===== config.mk =====
export PLATFORM = sky130hd
export DESIGN_NAME = logic_unit_pipe
export DESIGN_NICKNAME = d
export VERILOG_FILES = /design/src/rtl/logic_unit_pipe.sv
export SDC_FILE = /design/constraint.sdc
export NUM_CORES = 1
export LEC_CHECK = 0
export BUFFER_PORTS_ARGS = -buffer_cell sky130_fd_sc_hd__buf_2
export CORE_ASPECT_RATIO = 1.2
export CORE_MARGIN = 5
export CORE_UTILIZATION = 31
export DETAILED_ROUTE_END_ITERATION = 16
export GPL_TIMING_DRIVEN = 0
export SYNTH_ARGS = -nofsm -noshare
export SYNTH_HDL_FRONTEND = slang
export SYNTH_SLANG_ARGS = --single-unit

===== constraint.sdc =====
create_clock -name clk -period 3.7 [get_ports clk]
set_input_delay 0.555 -clock clk [delete_from_list [all_inputs] [get_ports clk]]
set_output_delay 0.555 -clock clk [all_outputs]
set_load 0.01 [all_outputs]

===== src/rtl/logic_unit_pipe.sv =====
// Two-stage pipelined logic unit with chain accumulator and
// saturating count of completed legal operations.
module logic_unit_pipe #(
   parameter int WIDTH = 8,
   parameter int CNT_W = 16
) (
   input  logic             clk,
   input  logic             rst_n,
   input  logic             in_valid,
   output logic             in_ready,
   input  logic [WIDTH-1:0] a,
   input  logic [WIDTH-1:0] b,
   input  logic [2:0]       op,
   input  logic             el,
   input  logic             chain,
   output logic             out_valid,
   input  logic             out_ready,
   output logic [WIDTH-1:0] result,
   output logic             zero,
   output logic             parity,
   output logic             err,
   output logic [CNT_W-1:0] op_count,
   input  logic             clr_cnt
);

   typedef struct packed {
      logic [WIDTH-1:0] a;
      logic [WIDTH-1:0] b;
      logic [2:0]       op;
      logic             el;
      logic             chain;
   } s1_t;

   s1_t              s1_q;
   logic             s1_valid;
   logic             s2_adv;
   logic             fire;
   logic [WIDTH-1:0] acc;
   logic [WIDTH-1:0] opa;
   logic [WIDTH-1:0] res_c;
   logic [WIDTH-1:0] res_f;
   logic             op_ok;
   logic             legal;

   logic is_and, is_or, is_not;
   logic is_nand, is_nor, is_xor;

   assign s2_adv   = !out_valid || out_ready;
   assign in_ready = !s1_valid || s2_adv;
   assign fire     = s1_valid && s2_adv;

   // chained ops read the value written by the previous compute
   assign opa = s1_q.chain ? acc : s1_q.a;

   assign is_and  = (s1_q.op == 3'b101);
   assign is_or   = (s1_q.op == 3'b110);
   assign is_not  = (s1_q.op == 3'b111);
   assign is_nand = (s1_q.op == 3'b000);
   assign is_nor  = (s1_q.op == 3'b001);
   assign is_xor  = (s1_q.op == 3'b010);

   always_comb begin
      res_c = '0;
      op_ok = 1'b1;
      unique case (1'b1)
         is_and:  res_c = opa & s1_q.b;
         is_or:   res_c = opa | s1_q.b;
         is_not:  res_c = ~opa;
         is_nand: res_c = ~(opa & s1_q.b);
         is_nor:  res_c = ~(opa | s1_q.b);
         is_xor:  res_c = opa ^ s1_q.b;
         default: op_ok = 1'b0;
      endcase
   end

   assign legal = op_ok && !s1_q.el;
   assign res_f = legal ? res_c : '0;

   always_ff @(posedge clk or negedge rst_n) begin
      if (!rst_n) begin
         s1_valid <= 1'b0;
         s1_q     <= '0;
      end else if (in_ready) begin
         s1_valid <= in_valid;
         if (in_valid) begin
            s1_q <= '{a: a, b: b, op: op,
                      el: el, chain: chain};
         end
      end
   end

   always_ff @(posedge clk or negedge rst_n) begin
      if (!rst_n) begin
         out_valid <= 1'b0;
         result    <= '0;
         zero      <= 1'b0;
         parity    <= 1'b0;
         err       <= 1'b0;
      end else if (s2_adv) begin
         out_valid <= s1_valid;
         if (s1_valid) begin
            result <= res_f;
            zero   <= ~|res_f;
            parity <= ^res_f;
            err    <= !legal;
         end
      end
   end

   always_ff @(posedge clk or negedge rst_n) begin
      if (!rst_n) begin
         acc <= '0;
      end else if (fire && legal) begin
         acc <= res_c;
      end
   end

   always_ff @(posedge clk or negedge rst_n) begin
      if (!rst_n) begin
         op_count <= '0;
      end else if (clr_cnt) begin
         op_count <= '0;
      end else if (fire && legal && (op_count != '1)) begin
         op_count <= op_count + CNT_W'(1);
      end
   end

endmodule


# Word level (Yosys, flattened, before mapping)
# Index checks and enable logic that the tools add are counted.
dict set report totals {
  regBits 58
  out_inout_bits 29
  elab_cells 50
}
dict set report op_classes {
  addsub 1
  n_eq_ne 6
  muxes 6
  n_bitwise 6
  reduce_logical 18
}
# cell n
set ops {}
lappend ops {{one-hot mux 8 bit (6 select lines)} 1}
lappend ops {{two-way mux 16 bit} 2}
lappend ops {{inverter 8 bit} 3}
lappend ops {{adder 16 x 1 -> 16 bit (second input constant)} 1}
lappend ops {{two-way mux 8 bit} 2}
lappend ops {{inequality test 16 bit (second input constant)} 1}
lappend ops {{== test 3 bit (second input constant)} 3}
lappend ops {{bitwise AND 8 bit} 1}
lappend ops {{bitwise OR 8 bit} 1}
lappend ops {{OR reduction 8 bit} 1}
lappend ops {{parity 8 bit} 1}
lappend ops {{bitwise XOR 8 bit} 1}
lappend ops {{OR reduction 6 bit} 1}
lappend ops {{logical NOT 1 bit} 5}
lappend ops {{logical AND 1 bit} 4}
lappend ops {{AND reduction 2 bit} 2}
lappend ops {{== test 3 x 1 -> 1 bit (second input constant)} 1}
lappend ops {{== test 3 x 2 -> 1 bit (second input constant)} 1}
lappend ops {{logical NOT 3 bit} 1}
lappend ops {{logical OR 1 bit} 2}
lappend ops {{nonzero test 2 bit} 1}
lappend ops {{two-way mux 1 bit} 1}

# Logic depth before layout (Yosys ltp)
# Gate-level depths: netlist of run 1.
dict set report logic_depth {
  ltp_word 8
  mapped_depth 12
  ltp_nobuf 11
}

# Least setup slack after synthesis of run 1
# OpenSTA, ideal clock, no wires.
dict set report synth_path {
  path_kind {reg2reg}
  start {register s1_q[0] (netlist bit)}
  end {register parity}
  arrival_time_ns 2.638
  t_required_ns 3.564
  setup_slack_ns 0.926
  stages_incl_launch_ff 12
  path_buffers 1
  synth_period_minus_slack_ns 2.774
  cell_sequence {dfrtp_1 -> buf_2 -> mux2i_1 -> inv_1 -> ha_1 -> or2_2 -> mux4_2 -> or2_2 -> ha_1 -> xnor2_1 -> xnor2_1 -> o21ai_0}
}
dict set report synth_between {
  elab_chain_len 6
  elab_cells_between_ends 10
  cone_classes {mux (3); bitwise (6); reduce/logical (1)}
}
# element line
set synth_rtl {}
lappend synth_rtl {{start, declared} 34} ;# s1_t s1_q;
lappend synth_rtl {{start signal, assigned} 86} ;# s1_q <= '{a: a, b: b, op: op,
lappend synth_rtl {{two-way mux 8 bit *} 53} ;# assign opa = s1_q.chain ? acc : s1_q.a;
lappend synth_rtl {{bitwise OR 8 bit / bitwise AND 8 bit (equally long branches)} --}
lappend synth_rtl {{inverter 8 bit (on tied branches)} {70, 69}}
lappend synth_rtl {{one-hot mux 8 bit (6 select lines) *} 65} ;# unique case (1'b1)
lappend synth_rtl {{two-way mux 8 bit *} 77} ;# assign res_f = legal ? res_c : '0;
lappend synth_rtl {{parity 8 bit *} 104} ;# parity <= ^res_f;
lappend synth_rtl {{end signal, assigned} 104}
lappend synth_rtl {{end, declared} 20} ;# output logic parity,
# Mark *: on every way between the ends. The rest lies on a longest branch, timed or not.
# A chain may end at the register's enable or synchronous reset.

# Worst setup path after layout of run 1
# Same ends and word-level chain as after synthesis.

==> results summary, run 1 <==
On the worst path, the slowest cell contributes a delay of around 0.5 ns. The synthesis-to-finish area growth came out at 20.3%. The number of buffers added for setup after CTS came out at 0. The number of cells in the design after placement is roughly 520. Net switching is 31.1% of the power. Counting every instance in the synthesized netlist gives 337. The slew at the pin closest to its max-slew limit came out at 0.737 ns. The synthesized netlist devotes a little under a fifth of its cell area to simple gates.

The worst setup path is launched from a register. The initial core utilization came out at between 30% and 40%. Walking the worst path, the cells encountered are buf_2 > mux2i_1 > inv_1 > ha_1 > or2_2 > mux4_2 > or2_2 > ha_1 > xnor2_1 > xnor2_1 > o21ai_0. Based on the critical path, the design can be clocked at up to 320 MHz. At the end of routability-driven placement, the weighted congestion stood at 0.828. The distinct cell type count after synthesis is 44.

The net count of the finished layout is 448. The CTS buffer count came out at 9. The chip height is roughly 120 um.

The post-layout worst setup margin came out at 0.572 ns. Per report_power, the combinational group accounts for 30.2% of the total. Measured on the finished design, the core utilization comes to 37.7%. The wire length reported by the detailed router came out at 7860 um. The number of buffers inserted by hold repair at cts came out at 0. The largest fanout on the critical path is 9. Averaged over all synthesized cells, the footprint is between 10 and 15 um^2. The first-pass GRT wire length came out at between 10000 and 15000 um.

Global routing finished with a remaining overflow of 0. The proportion of synthesized flip-flops having asynchronous set or reset came out at 100%. The remaining design rule violation count is 0. The first-pass iteration count of the detailed router is 4. The largest clock skew in the final design came out at between 0.005 and 0.006 ns. When the netlist entered floorplanning its net count stood at between 300 and 400. The mux share of post-synthesis cell area came out at 12.6%. The final hold violation count came to 0. In this run the power spent charging and discharging nets is 0.000686 W. The largest family of logic cells by synthesized area is simple AND/OR/NAND/NOR gates. For this design the ratio of total power to cell area is 538 nW/um^2.

The total of warnings raised by yosys is 0. The post-synthesis sequential element count is 58. The initial antenna violation count came out at 0. Once detail routing completed, the nets flagged for antenna violations numbered 0. The required time at the worst-slack endpoint is between 3 and 4 ns. The highest-delay cell along the critical path is mux4_2. The run finished with clean final reports. The global-route total usage across every layer came out at 12.7%. The total setup violations reported at the end of the flow came out at 0. Cells with a size suffix above 1 make up 28.0% of the layout. The total cell area at the placement stage came out at 3840 um^2. The clock network accounts for 32.7% of the total power. STA classifies the critical path endpoint as a register. The post-synthesis xor/xnor area fraction came out at 2.57%. The finished cells cover 4100 um^2. The largest vdd supply drop came out at 0.168 mV. The clock latency on the worst-skew pair is 0.33 ns. The dominant delay contributor by cell family on the critical path is multiplexers. The static power due to leakage came out at between 1.5 and 2 nW. The share of the yosys chip area belonging to registers is a little over two fifths. Setup repair after global routing left no endpoint under its margin.

Subtracting the final worst setup slack from the clock period gives 3.13 ns. The total count of max-transition violations in the final report is 0. The fraction of the mapped netlist area in compound gates is around 12%. The via count of the first global-routing pass came out at 2712. Row generation in the floorplan step produced 42 rows. The clock tree from TritonCTS is yes. The worst path arrival time came out at 3.31 ns. The final routed wire length divided by cell count came out at 14.7 um. The number of port buffers came out at 53. The part of the power in registers came out at a little under two fifths.

The number of vias in the routed layout came out at 2701. The area of the die came out at approximately 13000 um^2. The relative max-transition margin came out at 50.4%. The worst path uses 84.5% of the clock period. The number of flops mapped to enable cells by yosys is 0. The maximum number of buffers from clock root to sink came out at 2. Counting both buffers and inverters, the worst setup path holds a total of 2. The critical path is of the reg2reg type. The clock-pin slew reported for the worst setup and hold paths after clock tree synthesis is 0.05 ns. The post-DP HPWL is between 5000 and 6000 um. For this run, the leading register cell type out of synthesis is dfrtp_1. The number of antenna diodes in the final layout is 0. The number of top-level pins came out at between 50 and 60. The first routing iteration left 97 violations. The number of levels in the clock H-tree came out at 3.

The internal power came out at approximately 0.0015 W. In this run, post-CTS repair resized a total of 0 instances. The buffer type at the clock tree root is clkbuf_16. The setup TNS came out at 0 ns. The pin count of the biggest net entering global routing is 59. The placeable core region came out at 10900 um^2. The min-delay analysis places its worst path in the category in2async. The mapped netlist covers 3410 um^2. The arithmetic-cell share of the synthesized area counting full adders, half adders and majority gates came out at 7.71%. Leaving out filler cells and counting taps, the final layout contains roughly 540. The horizontal extent of the die came out at ~110 um. The via density per instance came out at 5.04. The max capacitance violation total came out at 0. The TritonCTS sink count is 58.

The pre-CTS setup slack came out at 0.516 ns.
layout make-up:
class	count	area [um^2]
buffer	16	73.8
tap	132	165
sequential	58	1450
clock buffer	10	239
inverter	25	93.8
timing repair buffer	53	268
clock inverter	4	20.0
multi-input combinational	238	1790
fill	1083	6780
path summary, 6_finish.rpt:
kind	startpoint	to	slack, ns	cells past startpoint
setup / recovery	s1_q[0]	parity	0.57	11
min in group clk	in_valid	s1_valid	0.43	2
hold / removal	rst_n	op_count[7]	0.29	1
hold reg to reg	result[5]	result[5]	0.47	1
max in group asynchronous	rst_n	s1_q[10]	2.91	1
setup reg to reg	s1_q[0]	parity	0.57	11
cells by family after synthesis:
family,after synthesis
buf+inv,41
fa+ha+maj,21
flops,58
compound gates,51
xor+xnor,10
mux,38
simple gates,118
cell usage in the layout, fill, tap and decap left out, drive strengths merged, types with 3 or more instances in the layout:
| cell | instances |
|---|---|
| nand3 | 14 |
| clkbuf | 18 |
| or3 | 4 |
| nor3b | 4 |
| o31ai | 8 |
| clkinv | 4 |
| mux2 | 28 |
| or2 | 7 |
| xnor2 | 10 |
| a21o | 11 |
| a21oi | 8 |
| ha | 21 |
| dfrtp | 58 |
| buf | 61 |
| nand2 | 24 |
| nor4 | 8 |
| nor2 | 28 |
| a211oi | 8 |
| nand2b | 7 |
| mux2i | 9 |
| nor2b | 4 |
| nor3 | 3 |
| o21ai | 5 |
| nand4 | 6 |
| inv | 25 |
registers in the layout, summed over array words and instances (netlist names):
register / count
zero: 1
err: 1
op_count: 16
result: 8
out_valid: 1
s1_q: 21
s1_valid: 1
acc: 8
parity: 1
power by group through the flow:
| stage | Combinational, W | Sequential, W | Clock (W) |
|---|---|---|---|
| detailed placement | 0.000678 | 0.000831 | 0 |
| CTS | 0.000682 | 0.000821 | 0.000745 |
| global placement | 0.000657 | 0.000826 | 0 |
| global route | 0.000760 | 0.000834 | 0.000777 |
| finish | 0.000667 | 0.000820 | 0.000721 |
| floorplan | 0.000475 | 0.000834 | 0 |
layer usage:
| layer | vias up | track usage (%) | wire length (um) |
|---|---|---|---|
| li1 | 1319 | - | - |
| met1 | 1311 | 15.8 | 3430 |
| met5 | - | 0 | 0 |
| met4 | 0 | 5.11 | 148 |
| met3 | 12 | 3.84 | 453 |
| met2 | 59 | 20.3 | 3830 |
through the flow:
stage,total power [W],hold WS [ns]
after CTS,0.00225,0.421
after global placement,0.00148,0.453
after floorplan,0.00131,0.259
after detailed placement,0.00151,0.460
after global routing,0.00237,0.367
final,0.00221,0.293
Yosys cell counts, drive strengths merged, types with 8 or more instances:
cell    instances  area (um^2)
nand3          14         70.1
clkbuf          8         30.0
inv            25         93.8
nor4            8         56.3
buf             8         43.8
a211oi          8         60.1
nand2          24         90.1
mux2i           9         90.1
ha             21          263
a21o           11         82.6
mux2           28          315
nor2           28          105
o31ai           8         60.1
xnor2          10         87.6
dfrtp          58         1450
a21oi           8         40.0
Note: power is estimated with default switching activity, not from simulation.
==> run 2, diff against run 1 <==
--- a/config.mk
+++ b/config.mk
@@ -5,6 +5,7 @@
 export SDC_FILE = /design/constraint.sdc
 export NUM_CORES = 1
 export LEC_CHECK = 0
+export ABC_AREA = 1
 export BUFFER_PORTS_ARGS = -buffer_cell sky130_fd_sc_hd__buf_2
 export CORE_ASPECT_RATIO = 1.2
 export CORE_MARGIN = 5
==> constraint.sdc (replaced) <==
create_clock -name clk -period 3.1 [get_ports clk]
set_input_delay 0.465 -clock clk [delete_from_list [all_inputs] [get_ports clk]]
set_output_delay 0.465 -clock clk [all_outputs]
set_load 0.01 [all_outputs]
==> run 2 against run 1 <==
Net effect:
- critical path depth is 3 higher
- via count is 16% higher
- largest cell class unchanged
- cell area is 2.4% higher
- worst hold slack worse by 0.11 ns
- sequential cell count stayed put
- first-iteration DRC count is 7.2% higher
- worst setup slack worse by 0.19 ns
- critical path type unchanged
- sequential power is 18% higher
==> results summary, run 2 <==
Outcome: finished clean (unchanged). The CTS buffer count came to 9 (unchanged). The distinct cell type count after synthesis is 27 (was 44). The final design area excluding fillers came out at 4200 um^2 (was 4100 um^2). The class of the tightest hold or removal check is in2async (unchanged). The part of the power in combinational logic came out at 26.5% (was 30.2%). The total standard cell area after synthesis was 3460 um^2 (was 3410 um^2). The synthesized net count is 496 (was 384). The worst path arrival time came to 2.92 ns (was 3.31 ns). The minimum clock period after layout came out at 2.72 ns (was 3.13 ns). The fill cell instance count of the final layout came out at 1152 (was 1083). The number of port buffers is 54 (was 53).

The weighted congestion reported at the end of routability-driven placement is 0.891 (was 0.828). The number of nets with antenna violations after routing came out at 0 (unchanged). The total power draw came to 0.00273 W (was 0.00221 W).

The clock latency on the worst-skew pair came out at 0.32 ns (was 0.33 ns). The wire length reported by the detailed router was 8980 um (was 7860 um). The global-route total usage across every layer came out at 14.2% (was 12.7%). The ratio of cells with drive above 1 in the final layout came out at 18.1% (was 28.0%). The final hold violation count came to 0 (unchanged). The primary flip-flop cell chosen by synthesis mapping is dfrtp_1 (unchanged).

The worst reg2reg path startpoint is s1_q[0] (unchanged). The remaining design rule violation count came out at 0 (unchanged). The static power due to leakage is 2.24 nW (was 1.95 nW). Registers with the most flip-flops: s1_q: 21 flops, op_count: 16 flops (unchanged). The most common cell after layout, fill and taps aside was nand2_1 (was dfrtp_1). The maximum number of buffers from clock root to sink was 2 (unchanged). The number of cell instances on the worst register-to-register path came out at 14 (was 11). The initial core utilization came out at 31.5% (was 31.3%).

The post-route fraction of the period consumed by the critical path came out at 87.6% (was 84.5%). The horizontal extent of the die came out at 106 um (about the same). The largest fanout on the critical path came out at 10 (was 9). The number of flip-flops in the largest register came to 21 (unchanged). The initial antenna violation count is 0 (unchanged). The first-pass iteration count of the detailed router is 4 (unchanged). The share of the synthesized area in the top cell type came out at 42.0% (was 42.6%).

The power density over the cells came to 649 nW/um^2 (was 538 nW/um^2). The buffer type at the clock tree root is clkbuf_16 (unchanged). The leading area contributor after synthesis was dfrtp_1 (unchanged). The total count of max-transition violations in the final report is 0 (unchanged). The number of resized instances in the post-cts repair step came to 0 (unchanged). The largest vdd supply drop came to 0.306 mV (was 0.168 mV).

The post-synthesis sequential element count was 58 (unchanged). The TritonCTS sink count came out at 58 (unchanged). The standard-cell row count came out at 42 (unchanged).

The part of the power in registers came out at 35.4% (was 37.1%). The final global-route overflow total is 0 (unchanged). The synthesized instance count is 449 (was 337).

The placeable core region came out at 11000 um^2 (was 10900 um^2). The total cell area at the placement stage is 3890 um^2 (was 3840 um^2). The synthesis-to-finish area growth is 21.6% (was 20.3%). The number of flops mapped to enable cells by yosys is 0 (unchanged).

The number of antenna cells inserted is 0 (unchanged). The relative max-transition margin came out at 49.9% (was 50.4%). The number of vias in the routed layout is 3133 (was 2701). The max capacitance violation total was 0 (unchanged).

The slew at the pin closest to its max-slew limit is 0.751 ns (was 0.737 ns). The total setup violations reported at the end of the flow was 0 (unchanged). The total of warnings raised by yosys is 0 (unchanged). The average footprint of a synthesized cell came to 7.70 um^2 (was 10.1 um^2). The sort of element at the end of the critical path is a register (unchanged). The setup slack of the worst register-to-register path was 0.38 ns (was 0.57 ns). Setup repair after global routing missed its margin: false (unchanged). The via count of the first global-routing pass is 3213 (was 2712).

The most flop-heavy register was s1_q (unchanged). The via density per instance came out at 4.82 (was 5.04). The net count of the finished layout came out at 561 (was 448). The chip height is 126 um (was 125 um). Leading cell types by count after synthesis: nand2_1 (136), nor2_1 (62), dfrtp_1 (58) (was dfrtp_1 (58), mux2_2 (28), nor2_1 (28)).

The pin count of the biggest net entering global routing came out at 59 (unchanged). The internal power is 0.00185 W (was 0.00152 W). The reported net switching power is 0.000874 W (was 0.000686 W). The number of top-level pins came out at 55 (unchanged).

The number of levels in the clock H-tree came to 3 (unchanged). The post-DP HPWL is 6840 um (was 5980 um). Commonest cells after routing, fill and taps aside: nand2_1 (136), nor2_1 (62), dfrtp_1 (58) (was dfrtp_1 (58), buf_2 (57), mux2_2 (28), nor2_1 (28), inv_1 (25)).

The first-iteration detailed-routing DRC count came out at 104 (was 97). Leading post-synthesis cells by cell area: dfrtp_1 (42%), nand2_1 (15%), ha_1 (7.6%) (was dfrtp_1 (43%), mux2_2 (9.2%), ha_1 (7.7%)). The setup TNS is 0 ns (unchanged).

The final routed wire length divided by cell count came out at 13.8 um (was 14.7 um). The first-pass GRT wire length came out at 15200 um (was 13400 um). The required time at the worst-slack endpoint came out at 3.30 ns (was 3.88 ns). The proportion of synthesized flip-flops having asynchronous set or reset came out at 100% (unchanged). The endpoint of the most critical register-to-register path is parity (unchanged). The number of buffers inserted by hold repair at cts is 0 (unchanged). The clock tree from TritonCTS is yes (unchanged).

The switching share of total power came out at 32.0% (was 31.1%). The number of buffers added for setup after CTS is 0 (unchanged). The achievable frequency is 368 MHz (was 320 MHz). The area of the die was 13400 um^2 (was 13200 um^2). The clock-pin slew reported for the worst setup and hold paths after clock tree synthesis is 0.05 ns (about the same). The launching element type of the critical path is a register (unchanged). The kind of critical path is reg2reg (unchanged). The largest clock skew in the final design was 0.00638 ns (was 0.00536 ns).

The share of the yosys chip area belonging to registers is 42.0% (was 42.6%). The clock network fraction of total power was 38.1% (was 32.7%). The most frequently used cell type in the post-synthesis netlist was nand2_1 (was dfrtp_1).
[run 2: cell count changes in the layout (fill, tap and decap cells not counted), sizes merged, moves of 7 or more]
cell and change:
nor4 -8, xnor2 -7, a211oi -8, nor2 +38, mux2 -19, a21o -11
a21oi +16, nand2b -7, inv +30, o31ai -8, nand4 +14, mux2i -9
nand2 +113
[run 2: power by group through the flow]
stage	registers (W)	logic, W	clock network (W)
floorplan	0.000982	0.000482	0
global placement	0.000972	0.000706	0
detailed placement	0.000978	0.000729	0
CTS	0.000966	0.000735	0.00106
global route	0.000982	0.000829	0.00109
finish	0.000965	0.000722	0.00104
[run 2: cell families after synthesis]
family	after synthesis	synth area share, %
adder cells (fa/ha/maj)	21	7.60
XOR/XNOR	8	2.03
flip-flops	58	42.0
AND/OR/NAND/NOR	250	31.8
AO/OA/AOI/OAI	38	6.05
multiplexers	9	2.93
buffers and inverters	65	7.60
[run 2: metrics by stage]
stage          hold slack [ns]  util, %  setup slack [ns]  instances
3_3_place_gp             0.462     35.4             0.443        635
6_report                 0.183     38.3             0.384        650
5_1_grt                  0.260     38.3             0.210        650
4_1_cts                  0.372     38.2             0.364        650
2_1_floorplan            0.169        -             0.860        449
3_5_place_dp             0.461     35.4             0.374        635
[run 2: layout make-up]
type                    instances  area (um^2)  share of cell area [%]
plain buffers                   9         52.6                    1.25
clock buffers                   9          225                    5.36
clock inverters                 6         82.6                    1.97
inverters                      56          210                    5.00
multi-input cells             326         1740                    41.5
flip-flops and latches         58         1450                    34.5
well taps                     132          165                    3.93
repair buffers                 54          273                    6.49
[run 2: worst max-delay path by stage]
stage	startpoint	endpoint	slack (ns)
after floorplan	s1_q[0]	parity	0.86
final	s1_q[0]	parity	0.38
after global routing	s1_q[0]	parity	0.21
after global placement	s1_q[0]	parity	0.44
after CTS	s1_q[0]	parity	0.36
after detailed placement	s1_q[0]	parity	0.37
[run 2: per-layer routing]
layer  GRT usage [%]  share of wire, %
met2            24.0                49
met3            3.02               5.1
met5               0                 0
met1            17.3                43
met4            6.17               2.5
[run 2: worst max-delay path, stage by stage (launching register included)]
cell and delay (ns):
dfrtp_1 0.36, clkbuf_1 0.16, buf_2 0.22, o21ai_0 0.44, inv_1 0.09, ha_1 0.19
inv_1 0.07, nor2_1 0.05, nor2_1 0.11, nand4_1 0.18, nand2_1 0.11, ha_1 0.24
xnor2_1 0.17, xnor2_1 0.13, o21ai_0 0.08
